### src/rtl/seq_bit_serializer_pkg.sv
// seq_pkg: shared types and width helpers for the bit serializer slice.
// The serializer state enum and the counter-width functions live here so
// the top and the bit timer size their counters the same way.
package seq_pkg;

   typedef enum logic [0:0] {
      SER_IDLE  = 1'b0,
      SER_SHIFT = 1'b1
   } ser_state_t;

   // Width of the bit index that walks 0..word_w-1.
   function automatic int bidx_width(input int word_w);
      return $clog2(word_w);
   endfunction

   // Width of the hold counter that walks 0..bit_cycles-1.
   function automatic int cyc_width(input int bit_cycles);
      return $clog2(bit_cycles + 1);
   endfunction

endpackage

### src/rtl/seq_bit_serializer_timer.sv
// seq_bit_timer: per-bit hold counter for the serializer.
// cyc counts 0..BIT_CYCLES-1 while enabled and wraps; clear forces it to 0.
// cyc_wrap flags the current cycle as the last cycle of a bit. The
// bit_first_cycle / bit_last_cycle flags describe the cycle that starts at
// the next edge, so the serializer can register its strobe outputs.
module seq_bit_timer
   import seq_pkg::*;
#(
   parameter int BIT_CYCLES = 2
) (
   input  logic clock,
   input  logic reset,
   input  logic clear,
   input  logic enable,
   output logic cyc_wrap,
   output logic bit_first_cycle,
   output logic bit_last_cycle
);

   localparam int CYC_W = cyc_width(BIT_CYCLES);
   localparam logic [CYC_W-1:0] CYC_LAST = CYC_W'(BIT_CYCLES - 1);

   logic [CYC_W-1:0] cyc_q;
   logic [CYC_W-1:0] cyc_d;

   // Next hold count: clear wins, otherwise count and wrap while enabled.
   always_comb begin
      cyc_d = cyc_q;
      if (clear) begin
         cyc_d = {CYC_W{1'b0}};
      end else if (enable) begin
         if (cyc_q == CYC_LAST) begin
            cyc_d = {CYC_W{1'b0}};
         end else begin
            cyc_d = cyc_q + CYC_W'(1);
         end
      end else begin
         cyc_d = cyc_q;
      end
   end

   // Hold counter register with synchronous reset.
   always_ff @(posedge clock) begin
      if (reset) begin
         cyc_q <= {CYC_W{1'b0}};
      end else begin
         cyc_q <= cyc_d;
      end
   end

   assign cyc_wrap        = (cyc_q == CYC_LAST);
   assign bit_first_cycle = (cyc_d == {CYC_W{1'b0}});
   assign bit_last_cycle  = (cyc_d == CYC_LAST);

endmodule

### src/rtl/seq_bit_serializer.sv
// seq_bit_serializer: parallel word to serial bit stream, each bit held for
// BIT_CYCLES clocks, with gapless back-to-back words over valid/ready.
// Build option: define SEQ_SER_LSB_FIRST_EN to shift bit 0 out first
// (right shift); by default the MSB goes first (left shift).
// All outputs are registered except word_ready, which is decoded from the
// state and counters so a new word can be taken on the last bit cycle.
module seq_bit_serializer
   import seq_pkg::*;
#(
   parameter int WORD_W     = 8,
   parameter int BIT_CYCLES = 2
) (
   input  logic              clock,
   input  logic              reset,
   input  logic [WORD_W-1:0] word_in,
   input  logic              word_valid,
   output logic              word_ready,
   output logic              sequence_out,
   output logic              bit_valid,
   output logic              bit_strobe,
   output logic              busy,
   output logic              word_done
);

   localparam int BIDX_W = bidx_width(WORD_W);
   localparam logic [BIDX_W-1:0] BIDX_LAST = BIDX_W'(WORD_W - 1);
`ifdef SEQ_SER_LSB_FIRST_EN
   localparam int OUT_BIT = 0;
`else
   localparam int OUT_BIT = WORD_W - 1;
`endif

   ser_state_t        state_q, state_d;
   logic [WORD_W-1:0] sreg_q, sreg_d;
   logic [BIDX_W-1:0] bidx_q, bidx_d;
   logic              seq_out_q, seq_out_d;
   logic              bit_valid_q, bit_valid_d;
   logic              bit_strobe_q, bit_strobe_d;
   logic              busy_q, busy_d;
   logic              word_done_q, word_done_d;

   logic              ready_s;
   logic              accept_s;
   logic              last_slot_s;
   logic              timer_en_s;
   logic              cyc_wrap_s;
   logic              next_first_s;
   logic              next_last_s;

   seq_bit_timer #(
      .BIT_CYCLES (BIT_CYCLES)
   ) u_timer (
      .clock           (clock),
      .reset           (reset),
      .clear           (accept_s),
      .enable          (timer_en_s),
      .cyc_wrap        (cyc_wrap_s),
      .bit_first_cycle (next_first_s),
      .bit_last_cycle  (next_last_s)
   );

   // Handshake decode: ready when idle or in the final cycle of the last bit.
   always_comb begin
      timer_en_s  = (state_q == SER_SHIFT);
      last_slot_s = (state_q == SER_SHIFT) && (bidx_q == BIDX_LAST) && cyc_wrap_s;
      ready_s     = !reset && ((state_q == SER_IDLE) || last_slot_s);
      accept_s    = word_valid && ready_s;
   end

   assign word_ready = ready_s;

   // Next state, shift register and bit index.
   always_comb begin
      state_d = state_q;
      sreg_d  = sreg_q;
      bidx_d  = bidx_q;
      case (state_q)
         SER_IDLE: begin
            if (accept_s) begin
               state_d = SER_SHIFT;
               sreg_d  = word_in;
               bidx_d  = {BIDX_W{1'b0}};
            end else begin
               state_d = SER_IDLE;
            end
         end
         SER_SHIFT: begin
            if (accept_s) begin
               state_d = SER_SHIFT;
               sreg_d  = word_in;
               bidx_d  = {BIDX_W{1'b0}};
            end else if (last_slot_s) begin
               state_d = SER_IDLE;
               sreg_d  = {WORD_W{1'b0}};
               bidx_d  = {BIDX_W{1'b0}};
            end else if (cyc_wrap_s) begin
               bidx_d = bidx_q + BIDX_W'(1);
`ifdef SEQ_SER_LSB_FIRST_EN
               sreg_d = {1'b0, sreg_q[WORD_W-1:1]};
`else
               sreg_d = {sreg_q[WORD_W-2:0], 1'b0};
`endif
            end else begin
               state_d = SER_SHIFT;
            end
         end
         default: begin
            state_d = SER_IDLE;
            sreg_d  = {WORD_W{1'b0}};
            bidx_d  = {BIDX_W{1'b0}};
         end
      endcase
   end

   // Output values for the next cycle, derived from the next state/counters.
   always_comb begin
      busy_d       = (state_d == SER_SHIFT);
      bit_valid_d  = busy_d;
      seq_out_d    = busy_d && sreg_d[OUT_BIT];
      bit_strobe_d = busy_d && next_first_s;
      word_done_d  = busy_d && (bidx_d == BIDX_LAST) && next_last_s;
   end

   // State, datapath and output registers with synchronous reset.
   always_ff @(posedge clock) begin
      if (reset) begin
         state_q      <= SER_IDLE;
         sreg_q       <= {WORD_W{1'b0}};
         bidx_q       <= {BIDX_W{1'b0}};
         seq_out_q    <= 1'b0;
         bit_valid_q  <= 1'b0;
         bit_strobe_q <= 1'b0;
         busy_q       <= 1'b0;
         word_done_q  <= 1'b0;
      end else begin
         state_q      <= state_d;
         sreg_q       <= sreg_d;
         bidx_q       <= bidx_d;
         seq_out_q    <= seq_out_d;
         bit_valid_q  <= bit_valid_d;
         bit_strobe_q <= bit_strobe_d;
         busy_q       <= busy_d;
         word_done_q  <= word_done_d;
      end
   end

   assign sequence_out = seq_out_q;
   assign bit_valid    = bit_valid_q;
   assign bit_strobe   = bit_strobe_q;
   assign busy         = busy_q;
   assign word_done    = word_done_q;

endmodule

### config.mk
export PLATFORM = sky130hd
export DESIGN_NAME = seq_bit_serializer
export DESIGN_NICKNAME = d
export VERILOG_FILES = /design/src/rtl/seq_bit_serializer_pkg.sv /design/src/rtl/seq_bit_serializer_timer.sv /design/src/rtl/seq_bit_serializer.sv
export SDC_FILE = /design/constraint.sdc
export NUM_CORES = 1
export LEC_CHECK = 0
export CELL_PAD_IN_SITES_DETAIL_PLACEMENT = 0
export CELL_PAD_IN_SITES_GLOBAL_PLACEMENT = 1
export CORE_ASPECT_RATIO = 1.25
export CORE_UTILIZATION = 38
export DETAILED_ROUTE_END_ITERATION = 6
export PLACE_DENSITY = 0.88
export SLEW_MARGIN = 40
export SYNTH_ARGS = -nofsm -noshare
export SYNTH_HDL_FRONTEND = slang
export SYNTH_HIERARCHICAL = 1
export SYNTH_SLANG_ARGS = --single-unit
### constraint.sdc
create_clock -name clock -period 2 [get_ports clock]
set_input_delay 0.3 -clock clock [delete_from_list [all_inputs] [get_ports clock]]
set_output_delay 0.3 -clock clock [all_outputs]
set_load 0.01 [all_outputs]
# Word level (Yosys, flattened, before mapping)
# Cells that the tools add are included.
[classes]
reduce_logical = 12
bitwise = 1
mux = 17
n_eq_ne = 6
addsub = 2
[ops]
columns = ["cell", "count"]
rows = [
  ["$mux 8", 4],
  ["$pmux 8 s2", 1],
  ["$mux 3", 4],
  ["$logic_and 1x1->1", 8],
  ["$eq 3x3->1 const B", 2],
  ["$mux 2", 3],
  ["$pmux 3 s2", 1],
  ["$eq 2x1->1 const B", 2],
  ["$ne 4x1->1 const B", 1],
  ["$add 3x1->3 const B", 1],
  ["$mux 1", 3],
  ["$add 2x1->2 const B", 1],
  ["$logic_not 2->1", 1],
  ["$ne 2x2->1 const B", 1],
  ["$pmux 1 s2", 1],
  ["$reduce_and 2->1", 1],
  ["$logic_not 1->1", 1],
  ["$logic_or 1x1->1", 1],
  ["$not 1->1", 1],
]
[word_totals]
ff_bits = 17
wordCells = 46
out_inout_bits = 6
input_bits = 11

# Logic depth before layout (Yosys ltp)
[logic_depth]
depth_word = 11
ltp_mapped = 8
ltp_nobuf = 8

# Modules after synthesis
# Netlist, hierarchy kept.
[modules_own_cells]
columns = ["mod", "seq_area_each_um2", "cells_per_inst", "area_each_um2", "n_inst"]
rows = [
  ["seq_bit_serializer", 300.3, 90, 818.3, 1],
  ["seq_bit_timer", 40.0, 10, 96.3, 1],
]

# Worst setup path before layout
# OpenSTA, ideal clock, no wires.
[synth_timing]
path_kind = "register to register"
startpoint = "register bidx_q[0]"
endpoint = "register word_done_q, in the netlist word_done"
slack_ns = 0.215
period_less_slack_ns = 1.785
t_required_ns = 1.897
path_buffers = 0
stages_incl_launch_ff = 9
setup_ns = 0.103
t_arrival_ns = 1.681
path_cell_list = "dfxtp_1 > ha_1 > ha_1 > a21boi_2 > nor2_1 > nor3_1 > nor2b_1 > o21ai_0 > a2111oi_2"
[synth_between]
elab_cells_between_ends = 21
classes_between = "1 x add/sub; 3 x eq/ne; 10 x mux; 7 x reduce/logical"
[synth_rtl]
columns = ["element", "line", "text"]
rows = [
  ["start, declared", "seq_bit_serializer.sv:35", "logic [BIDX_W-1:0] bidx_q, bidx_d;"],
  ["start signal, assigned", "seq_bit_serializer.sv:129", "bidx_q <= {BIDX_W{1'b0}};"],
  ["start signal, assigned", "seq_bit_serializer.sv:138", "bidx_q <= bidx_d;"],
  ["$eq 3x3->1", "seq_bit_serializer.sv:65", "last_slot_s = (state_q == SER_SHIFT) && (bidx_q == BIDX_LAST) && cyc_wrap_s;"],
  ["$logic_and 1x1->1 (2 in a row)", "seq_bit_serializer.sv:65", ""],
  ["$logic_or 1x1->1", "seq_bit_serializer.sv:66", "ready_s = !reset && ((state_q == SER_IDLE) || last_slot_s);"],
  ["$logic_and 1x1->1", "seq_bit_serializer.sv:66", ""],
  ["$logic_and 1x1->1", "seq_bit_serializer.sv:67", "accept_s = word_valid && ready_s;"],
  ["via accept_s", "seq_bit_serializer.sv:43", "logic accept_s;"],
  ["$mux 2", "seq_bit_serializer_timer.sv:29", "if (clear) begin"],
  ["$eq 2x1->1", "seq_bit_serializer_timer.sv:53", "assign bit_last_cycle = (cyc_d == CYC_LAST);"],
  ["via next_last_s", "seq_bit_serializer.sv:48", "logic next_last_s;"],
  ["$logic_and 1x1->1", "seq_bit_serializer.sv:121", "word_done_d = busy_d && (bidx_d == BIDX_LAST) && next_last_s;"],
  ["end signal, assigned", "seq_bit_serializer.sv:143", "word_done_q <= word_done_d;"],
  ["end, declared", "seq_bit_serializer.sv:40", "logic word_done_q, word_done_d;"],
]
# The timed path passes the listed nets, and every way through them passes these cells.
# A chain may end at the register's enable or synchronous reset.

# Worst setup path in the final report
[layout_timing]
startpoint = "register bidx_q[0]"
endpoint = "output word_ready"
[layout_between]
elab_chain_len = 5
[layout_rtl]
columns = ["element", "line", "text"]
rows = [
  ["$eq 3x3->1", "seq_bit_serializer.sv:65", ""],
  ["$logic_and 1x1->1 (2 in a row)", "seq_bit_serializer.sv:65", ""],
  ["$logic_or 1x1->1", "seq_bit_serializer.sv:66", ""],
  ["$logic_and 1x1->1", "seq_bit_serializer.sv:66", ""],
  ["end, declared", "seq_bit_serializer.sv:17", "output logic word_ready,"],
]
# Every way passes these cells.

==> summary.md <==
| Metric | Value |
|---|---|
| Status | `complete, no violations` |
| Yosys warns | `6` |
| Mapped Avg Cell Area | `9.15 sq um` |
| # clock sinks | `17` |
| Drt initial violations | `6` |
| Reg power frac | `~53%` |
| Start point of the worst hold path | `sreg_q[5]` |
| RR Startpoint | `bidx_q[0]` |
| Overall power | `about 700 uW` |
| Fin crit share | `a little over 90%` |
| Die Area | `roughly 2600 sq um` |
| Worst skew pair latency | `0.29 ns` |
| Largest fanout on the critical path | `4` |
| Worst path bufs/invs | `1` |
| Worst-path clk slew | `0.10 ns` |
| Setup ws final | `approximately 0.14 ns` |
| Delay-heaviest family, CP | `adder cells` |
| Combinational share of power | `21.0%` |
| Post-CTS sizing | `2` |
| Syn Std Cell Area | `between 900 and 1000 sq um` |
| Pre-CTS WS | `0.114 ns` |
| Peak VDD IR | `between 0.0003 and 0.0004 V` |
| Crit path to | `word_ready` |
| FFs w/ async S/R, synth | `0%` |
| Final Max Tran Viols | `0` |
| Critical Path RT | `1.70 ns` |
| Setup-failing EPs final | `0` |
| Global route overflow | `0` |
| Largest net degree at the start of global routing | `16` |
| Crit. path cell count | `5` |
| Remaining DRCs | `0` |
| Core area | `roughly 2200 sq um` |
| R2R depth | `8` |
| Critical R2R Capture | `word_done` |
| # hold bufs at CTS | `0` |
| Psw | `187 uW` |
| CP endpoint kind | `primary output` |
| CTS H-tree lvls | `1` |
| Period minus WS final | `between 1.5 and 2 ns` |
| Worst setup path class | `reg -> out` |
| Ant diodes | `0` |
| RSZ-0062 raised after global routing | `no` |
| Worst path max stage delay | `~0.35 ns` |
| Placed insts | `around 150` |
| Final non-filler cell total | `about 150` |
| Fin area | `roughly 1200 sq um` |
| Detailed Routing Iterations Pass 1 | `4` |
| Crit path launch | `bidx_q[0]` |
| Antenna violations before repair | `0` |
| Max Fclk | `~540 MHz` |
| Type of the tightest min-delay check | `reg -> reg` |
| Nets | `roughly 140` |
| Main synth FF type | `dfxtp_1` |
| Power Density | `606 nW/um^2` |
| Number of synthesized register bits | `17` |
| Int Pwr | `between 500 and 600 uW` |
| IO Count | `17` |
| Static Leak | `0.442 nW` |
| FILL cells | `222` |
| Reg2Reg Setup Slack | `between 0.15 and 0.2 ns` |
| Initial Utilization | `around 41%` |
| Global-route wire length before repair | `about 3.4 mm` |
| Met3 usage | `1.93%` |
| Root buf cell | `clkbuf_4` |
| Final clock skew | `slightly above 0.008 ns` |
| Die W | `around 46 microns` |
| Met1 Use GR | `19.9%` |
| Crit-path most repeated cell | `ha_1` |
| Detailed Route WL | `roughly 1.9 mm` |
| Dpl cell area | `roughly 1100 sq um` |
| PortBufs | `16` |
| Fraction of layout cells with a size suffix above 1 | `22.1%` |
| Max-cap violations | `0` |
| # Post-CTS Setup Buffers | `0` |
| Vias in the first global route | `~830` |
| Gp weighted congestion | `between 0.7 and 0.8` |
| Drt wl/cell | `between 10 and 15 microns` |
| Vias per cell | `between 5 and 6` |
| CP arrival | `1.56 ns` |
| Top Usage Layer GRT | `met2` |
| Final hold violation count | `0` |
| Register area | `342 sq um` |
| CTS tree | `yes` |
| M2 GR Usage | `approximately a third` |
| WHS | `0.484 ns` |
| Setup TNS | `0 ns` |
| Rows | `19` |
| Area growth, synth to finish | `26.4%` |
| Final Util | `51.7%` |
| Startpoint types | `flip-flop` |
| Slew margin rel. | `79.1%` |
| Worst-margin pin slew | `between 0.3 and 0.4 ns` |
| Max stage delay cell, worst path | `dfxtp_2` |
| Total track usage | `about 18%` |
| Unique masters post-synth | `36` |
| Vias | `around 820` |
| Post-Synthesis Cells | `100` |
| CTS Buf Count | `3` |
| Syn Nets | `around 110` |
| Final ANT Viol Nets | `0` |
| Area of the multi-input gates | `approximately 500 sq um` |
| HPWL Detailed | `around 1.5 mm` |
| Die Height | `~57 microns` |
| Clock power frac | `around 26%` |
| Post-synth EDFFs | `0` |
| Worst-case clock buffer depth | `2` |
| Switching share of power | `about a quarter` |
| Cell chain of the critical path | `ha_1, ha_1, a21boi_2, nor2_1, dlygate4sd2_1` |
| Sequential fraction of the synthesis area | `around 37%` |
## cells in the final DEF (no fill, tap or decap), drive strengths merged
cell type,Yosys,layout
o21ai,4,4
xnor2,1,1
mux2,1,1
a311oi,8,8
dlygate4sd2,0,1
dfxtp,17,17
o2111ai,1,1
a21boi,2,2
clkdlybuf4s50,0,15
buf,7,10
ha,2,2
nor3b,1,1
and2,1,1
clkbuf,1,4
nand2b,1,1
nand2,7,7
and2b,1,1
and4b,3,3
o211ai,1,1
a21bo,1,1
o22ai,1,1
nor2,10,10
a21oi,6,6
nor3,2,2
nor2b,3,3
and3b,3,3
a2111oi,2,2
nand3,9,9
inv,3,3
o31ai,1,1
## Yosys cell counts, types with 2 or more instances
cell       number  area, sq um
nand3_1         9         45.0
and3b_1         2         17.5
a2111oi_2       2         30.0
and4b_2         2         22.5
a311oi_2        2         30.0
buf_6           2         22.5
nand2_1         7         26.3
dfxtp_1        17          340
buf_4           3         22.5
ha_1            2         25.0
inv_1           3         11.3
nor2b_1         3         18.8
nor3_1          2         10.0
nor2_1         10         37.5
o21ai_0         2         10.0
a21oi_1         6         30.0
buf_2           2         10.0
a311oi_1        6         52.6
## power groups by stage
| stage | combinational (mW) | sequential [mW] | clock, mW |
|---|---|---|---|
| 6_report | 0.147 | 0.374 | 0.179 |
| 5_1_grt | 0.163 | 0.377 | 0.206 |
| 4_1_cts | 0.148 | 0.374 | 0.191 |
| 3_5_place_dp | 0.149 | 0.382 | 0 |
| 3_3_place_gp | 0.147 | 0.381 | 0 |
| 2_1_floorplan | 0.0905 | 0.382 | 0 |
## worst min path at each step
stage                            end  cells after the start
floorplan           u_timer/cyc_q[0]                      1
global placement           sreg_q[5]                      2
detailed placement         sreg_q[6]                      2
CTS                        sreg_q[6]                      2
global route               sreg_q[2]                      2
finish                     sreg_q[6]                      2
## cell type report
cell class | count | area share, %
Multi-Input combinational cell | 72 | 43.6
Sequential cell | 17 | 29.5
Timing Repair Buffer | 26 | 20.2
Tap cell | 31 | 3.35
Clock buffer | 4 | 2.27
Inverter | 3 | 0.974
## cell families (layout without fill, tap and decap cells)
family,after synthesis,count (layout),share of synthesized area (%)
AO/OA/AOI/OAI,27,27,24.6
XOR/XNOR,1,1,0.958
adder cells (fa/ha/maj),2,2,2.74
buffers and inverters,11,33,7.66
flip-flops,17,17,37.2
multiplexers,1,1,1.23
AND/OR/NAND/NOR,41,41,25.6
## state kept, by name, indices dropped and copies added, names as in the netlist
register / count
sreg_q: 8
bidx_q: 3
u_timer/cyc_q: 2
bit_strobe: 1
busy: 1
sequence_out: 1
word_done: 1
## worst register-to-register path, stage by stage (launching register included)
cell and delay, ns:
dfxtp_2 0.35, ha_1 0.20, ha_1 0.21, a21boi_2 0.17
nor2_1 0.08, nor3_1 0.18, nor2b_1 0.14, o21ai_0 0.11
a2111oi_2 0.30
## metal layers
| layer | wire length, microns | share of wire, % |
|---|---|---|
| met1 | 822 | 43 |
| met2 | 1000 | 53 |
| met3 | 48 | 2.5 |
| met4 | 33 | 1.7 |
| met5 | 0 | 0 |
Note: power is estimated with default switching activity, not from simulation.
